`config.mk`:
```
export PLATFORM = sky130hd
export DESIGN_NAME = perm_scheduler_flat
export DESIGN_NICKNAME = d
export VERILOG_FILES = /design/src/rtl/perm_scheduler_if.sv /design/src/rtl/perm_scheduler.sv /design/src/flat_wrapper.sv
export SDC_FILE = /design/constraint.sdc
export NUM_CORES = 1
export LEC_CHECK = 0
export CORE_MARGIN = 5
export CORE_UTILIZATION = 30
export DETAILED_ROUTE_END_ITERATION = 10
export PLACE_DENSITY_LB_ADDON = 0.1
export SLEW_MARGIN = 20
export SYNTH_ARGS = -nofsm -noshare
export SYNTH_HDL_FRONTEND = slang
export SYNTH_SLANG_ARGS = --single-unit
```
`constraint.sdc`:
```
create_clock -name clk -period 4.05 [get_ports clk]
set_clock_uncertainty 0.1 [all_clocks]
set_input_delay 0.81 -clock clk [delete_from_list [all_inputs] [get_ports clk]]
set_output_delay 0.81 -clock clk [all_outputs]
set_load 0.005 [all_outputs]
```
`src/rtl/perm_scheduler_if.sv`:
```
// Requester/engine side bundle of the permutation-engine scheduler.
// master: the scheduler; slave: requesters and the engine.
interface perm_scheduler_if #(
    parameter int unsigned NREQ = 4,
    parameter int unsigned IDXW = 2,
    parameter int unsigned CNTW = 16
);
    logic [NREQ-1:0] req;
    logic [NREQ-1:0] gnt;
    logic [NREQ-1:0] done;
    logic [NREQ-1:0] err;
    logic [IDXW-1:0] sel;
    logic            eng_rst;
    logic            eng_start;
    logic            eng_ready;
    logic            busy;
    logic [CNTW-1:0] job_count;

    modport master (
        input  req, eng_ready,
        output gnt, done, err, sel, eng_rst, eng_start, busy, job_count
    );

    modport slave (
        output req, eng_ready,
        input  gnt, done, err, sel, eng_rst, eng_start, busy, job_count
    );
endinterface

```
`src/rtl/perm_scheduler.sv`:
```
// Round-robin scheduler sharing one permutation engine between NREQ requesters:
// grant, clear engine, start, wait for ready under a watchdog, report done/err.
module perm_scheduler #(
    parameter int unsigned NREQ    = 4,
    parameter int unsigned IDXW    = 2,
    parameter int unsigned TIMEOUT = 64,
    parameter int unsigned CNTW    = 16
) (
    input logic              clk,
    input logic              rst,
    perm_scheduler_if.master bus
);
    localparam int unsigned TW = $clog2(TIMEOUT) + 1;
    localparam int unsigned SW = IDXW + 1;

    localparam logic [2:0] StIdle  = 3'd0;
    localparam logic [2:0] StClr   = 3'd1;
    localparam logic [2:0] StStart = 3'd2;
    localparam logic [2:0] StRun   = 3'd3;
    localparam logic [2:0] StDone  = 3'd4;
    localparam logic [2:0] StErr   = 3'd5;

    logic [2:0]      state_q, state_d;
    logic [IDXW-1:0] ptr_q, ptr_d;
    logic [IDXW-1:0] sel_q, sel_d;
    logic [NREQ-1:0] gnt_q, gnt_d;
    logic [TW-1:0]   timer_q, timer_d;
    logic [CNTW-1:0] count_q, count_d;

    logic            found;
    logic [IDXW-1:0] winner;
    logic [SW-1:0]   cand;
    logic [IDXW-1:0] ptr_next;

    // First requesting index at or after ptr, wrapping modulo NREQ.
    always_comb begin
        found  = 1'b0;
        winner = '0;
        cand   = '0;
        for (int unsigned k = 0; k < NREQ; k++) begin
            cand = {1'b0, ptr_q} + SW'(k);
            if (cand >= SW'(NREQ)) begin
                cand = cand - SW'(NREQ);
            end
            if (!found && bus.req[cand[IDXW-1:0]]) begin
                found  = 1'b1;
                winner = cand[IDXW-1:0];
            end
        end
    end

    assign ptr_next = (sel_q == IDXW'(NREQ - 1)) ? '0 : sel_q + IDXW'(1);

    always_comb begin
        state_d = state_q;
        ptr_d   = ptr_q;
        sel_d   = sel_q;
        gnt_d   = gnt_q;
        timer_d = timer_q;
        count_d = count_q;
        case (state_q)
            StIdle: begin
                if (found) begin
                    sel_d   = winner;
                    gnt_d   = NREQ'(1) << winner;
                    state_d = StClr;
                end
            end
            StClr: begin
                state_d = StStart;
            end
            StStart: begin
                timer_d = '0;
                state_d = StRun;
            end
            StRun: begin
                timer_d = timer_q + TW'(1);
                // Ready takes priority over a simultaneous watchdog expiry.
                if (bus.eng_ready) begin
                    state_d = StDone;
                end else if (timer_q == TW'(TIMEOUT - 1)) begin
                    state_d = StErr;
                end
            end
            StDone: begin
                count_d = count_q + CNTW'(1);
                ptr_d   = ptr_next;
                gnt_d   = '0;
                state_d = StIdle;
            end
            StErr: begin
                ptr_d   = ptr_next;
                gnt_d   = '0;
                state_d = StIdle;
            end
            default: begin
                gnt_d   = '0;
                state_d = StIdle;
            end
        endcase
    end

    always_ff @(posedge clk) begin
        if (rst) begin
            state_q <= StIdle;
            ptr_q   <= '0;
            sel_q   <= '0;
            gnt_q   <= '0;
            timer_q <= '0;
            count_q <= '0;
        end else begin
            state_q <= state_d;
            ptr_q   <= ptr_d;
            sel_q   <= sel_d;
            gnt_q   <= gnt_d;
            timer_q <= timer_d;
            count_q <= count_d;
        end
    end

    // Outputs are masked while rst is high so a killed job never reports.
    assign bus.gnt       = rst ? '0 : gnt_q;
    assign bus.sel       = sel_q;
    assign bus.done      = (!rst && state_q == StDone) ? gnt_q : '0;
    assign bus.err       = (!rst && state_q == StErr) ? gnt_q : '0;
    assign bus.eng_rst   = rst || state_q == StClr || state_q == StErr;
    assign bus.eng_start = !rst && state_q == StStart;
    assign bus.busy      = !rst && state_q != StIdle;
    assign bus.job_count = count_q;

endmodule

```
`src/flat_wrapper.sv`:
```
// flat-port wrapper written by rule: the top's interface ports become plain ports
module perm_scheduler_flat 
#(
    parameter int unsigned NREQ    = 4,
    parameter int unsigned IDXW    = 2,
    parameter int unsigned TIMEOUT = 64,
    parameter int unsigned CNTW    = 16
)
  (clk, rst, bus_req, bus_eng_ready, bus_gnt, bus_done, bus_err, bus_sel, bus_eng_rst, bus_eng_start, bus_busy, bus_job_count);
  perm_scheduler_if #(.NREQ(NREQ), .IDXW(IDXW), .CNTW(CNTW)) bus_i ();
  input logic clk;
  input logic rst;
  input wire logic [$bits(bus_i.req)-1:0] bus_req;
  input wire logic [$bits(bus_i.eng_ready)-1:0] bus_eng_ready;
  output wire logic [$bits(bus_i.gnt)-1:0] bus_gnt;
  output wire logic [$bits(bus_i.done)-1:0] bus_done;
  output wire logic [$bits(bus_i.err)-1:0] bus_err;
  output wire logic [$bits(bus_i.sel)-1:0] bus_sel;
  output wire logic [$bits(bus_i.eng_rst)-1:0] bus_eng_rst;
  output wire logic [$bits(bus_i.eng_start)-1:0] bus_eng_start;
  output wire logic [$bits(bus_i.busy)-1:0] bus_busy;
  output wire logic [$bits(bus_i.job_count)-1:0] bus_job_count;
  assign bus_i.req = bus_req;
  assign bus_i.eng_ready = bus_eng_ready;
  assign bus_gnt = bus_i.gnt;
  assign bus_done = bus_i.done;
  assign bus_err = bus_i.err;
  assign bus_sel = bus_i.sel;
  assign bus_eng_rst = bus_i.eng_rst;
  assign bus_eng_start = bus_i.eng_start;
  assign bus_busy = bus_i.busy;
  assign bus_job_count = bus_i.job_count;
  perm_scheduler #(.NREQ(NREQ), .IDXW(IDXW), .TIMEOUT(TIMEOUT), .CNTW(CNTW)) u_core (.clk(clk), .rst(rst), .bus(bus_i));
endmodule
```
==> results.txt <==
final worst-path cycle share = 0.798
Synth Cell Area = 1730 µm²
CTS max path bufs = 2
Fill cells = 608
CP Cell Sequence = clkdlybuf4s50_1 -> buf_4 -> a21o_1 -> clkdlybuf4s50_1
Mapped Nets = 228
critical path class = input port to output pin
worst-path fanout max = 30
vias = 1,607
largest cells by area after synthesis = dfxtp_1 (39%), nor2_1 (6.9%), a21oi_1 (4.9%)
Final Max Tran Viols = 0
Worst-path clk slew = 0.07 ns
Arrival @ worst endpoint = 2.32 ns
IO Count = 40
gate count after technology mapping = 218
first-pass GRT wire length = 6820 µm
latest clock arrival within the worst-skew pair = 0.29 ns
Avg WL per Cell = 12.7 µm
Hold Buf Count CTS = 0
DRT Pass-1 Iters = 4
Inst Count DP = 318
die height = 86 µm
synthesized flop and latch total = 34
die area = 7400 µm²
Setup violations, final = 0
Area Growth Syn to Fin = 31.4%
initial antenna violation count = 0
fmax = 310 MHz
Largest stage delay, worst path = 0.53 ns
Die W = 86 µm
gr ovfl total = 0
most frequent cells in the layout = clkdlybuf4s50_1 (39), dfxtp_1 (34), nor2_1 (32)
initial DRC count = 67
total track usage = 0.114
Ys Warns = 0
Avg Cell Area, Syn = 7.95 µm²
most used cell along the critical path = clkdlybuf4s50_1
H-tree depth = 2
maxcap violations = 0
nature of the critical path endpoint = output pin
Post-route DRC = 0
Synth Flop Type = dfxtp_1
area share of the largest cell type after synthesis = 0.393
most common cell after layout, fill and taps aside = clkdlybuf4s50_1
I/O Buffers = 39
TritonCTS Buffers = 5
largest net degree at the start of global routing = 31
postcts setup bufs = 0
Yosys top cell by area = dfxtp_1
Hold Crit Class = flop to flop
fin crit period = 3.23 ns
Async S/R FF share, synth = 0
share of layout cells above drive strength 1 = 0.0591
vias per std cell = 4.93
slowest CP cell = clkdlybuf4s50_1
peak supply drop = 0.000141 V
power per cell area = 324 nW/µm²
row count = 27
ANT nets after route = 0
Critical Path Source Type = input port
antenna cell count = 0
Seq/Total Area, Yosys = 0.393
Total Wirelength = 4140 µm
CTS tree = done
CTS Root Cell = clkbuf_8
clk sinks = 34
RePlAce Congestion = 0.750
Rel. slew slack = 0.597
vias in the first global route = 1,453
Leak Pwr = 0.782 nW
Netlist cell types = 45
EDFF count, synth = 0
Nets = 263
fin cells = 326
total power = 0.000738 W
DP Wirelength = 2910 µm
Fin. Hold Viols = 0
core box area = 5570 µm²
required time worst endpoint = 3.14 ns
post_cts resized = 0
RSZ-0062 raised after global routing = no
setup TNS = 0 ns
actual slew at the worst max-slew pin = 0.604 ns
Initial Utilization = 0.311
outcome = finished clean
## cells by family after synthesis
kind of cell / Yosys count / share of synthesized area
AO/OA/AOI/OAI: 40 / 0.146
buffers and inverters: 22 / 0.0549
flip-flops: 34 / 0.393
XOR/XNOR: 10 / 0.0505
multiplexers: 3 / 0.0173
AND/OR/NAND/NOR: 106 / 0.317
adder cells (fa/ha/maj): 3 / 0.0217
## cell type report
cell class | count | area (µm²) | share of cell area
Inverter | 10 | 37.5 | 0.0165
Sequential cell | 34 | 681 | 0.299
Multi-Input combinational cell | 162 | 957 | 0.420
Clock buffer | 5 | 68.8 | 0.0302
Tap cell | 72 | 90.1 | 0.0396
Clock inverter | 3 | 45.0 | 0.0198
Timing Repair Buffer | 40 | 398 | 0.175
## state kept, by name (all words and copies together) (netlist names)
register	flops
u_core.ptr_q	2
u_core.bus.job_count	16
u_core.timer_q	7
u_core.state_q	3
u_core.gnt_q	4
u_core.bus.sel	2
## worst paths after layout
check	endpoint	slack [ns]	from	depth (start not counted)
min	u_core.gnt_q[3]	0.38	u_core.gnt_q[3]	2
max reg2reg	u_core.bus.job_count[13]	2.02	u_core.state_q[0]	4
max	bus_eng_rst	0.82	rst	4
min reg2reg	u_core.gnt_q[3]	0.38	u_core.gnt_q[3]	2
## synth_stat cells (2+ instances only)
master / n
a21oi_1: 17
and2_1: 2
and4_1: 3
clkbuf_1: 9
dfxtp_1: 34
ha_1: 3
inv_1: 10
mux2i_1: 3
nand2_1: 21
nand2b_1: 4
nand3_1: 8
nand4_1: 5
nor2_1: 32
nor2b_1: 2
nor3_1: 12
nor4_1: 2
o21ai_0: 7
o22ai_1: 2
o32ai_1: 4
or3_1: 4
or4b_1: 2
xnor2_1: 5
xor2_1: 5
## power breakdown
group / internal (W) / leakage, nW / switching [W]
combinational: 0.0000303 / 0.456 / 0.0000341
clock: 0.000183 / 0.0504 / 0.000137
sequential: 0.000341 / 0.275 / 0.0000122
total: 0.000555 / 0.782 / 0.000183
## critical path, delay by kind of cell
family | cells | cell delay, ns
compound gates | 1 | 0.14
buf+inv | 3 | 1.37
## routing by layer
| layer | GRT usage | wire, µm | vias to the layer above |
|---|---|---|---|
| met3 | 0.0355 | 252 | 6 |
| met4 | 0.0432 | 69 | 0 |
| li1 | - | - | 837 |
| met1 | 0.151 | 2040 | 726 |
| met5 | 0 | 0 | - |
| met2 | 0.171 | 1780 | 38 |
## stage by stage
| step | setup slack, ns | util | instance area [µm²] | hold WS [ns] |
|---|---|---|---|---|
| 2_1_floorplan | 1.76 | - | 1730 | 0.351 |
| 3_3_place_gp | 0.822 | 0.388 | 2160 | 0.367 |
| 3_5_place_dp | 0.804 | 0.388 | 2160 | 0.373 |
| 4_1_cts | 0.793 | 0.409 | 2280 | 0.384 |
| 5_1_grt | 0.722 | 0.409 | 2280 | 0.412 |
| 6_report | 0.820 | 0.409 | 2280 | 0.381 |
Power figures use the tool's default switching activity.
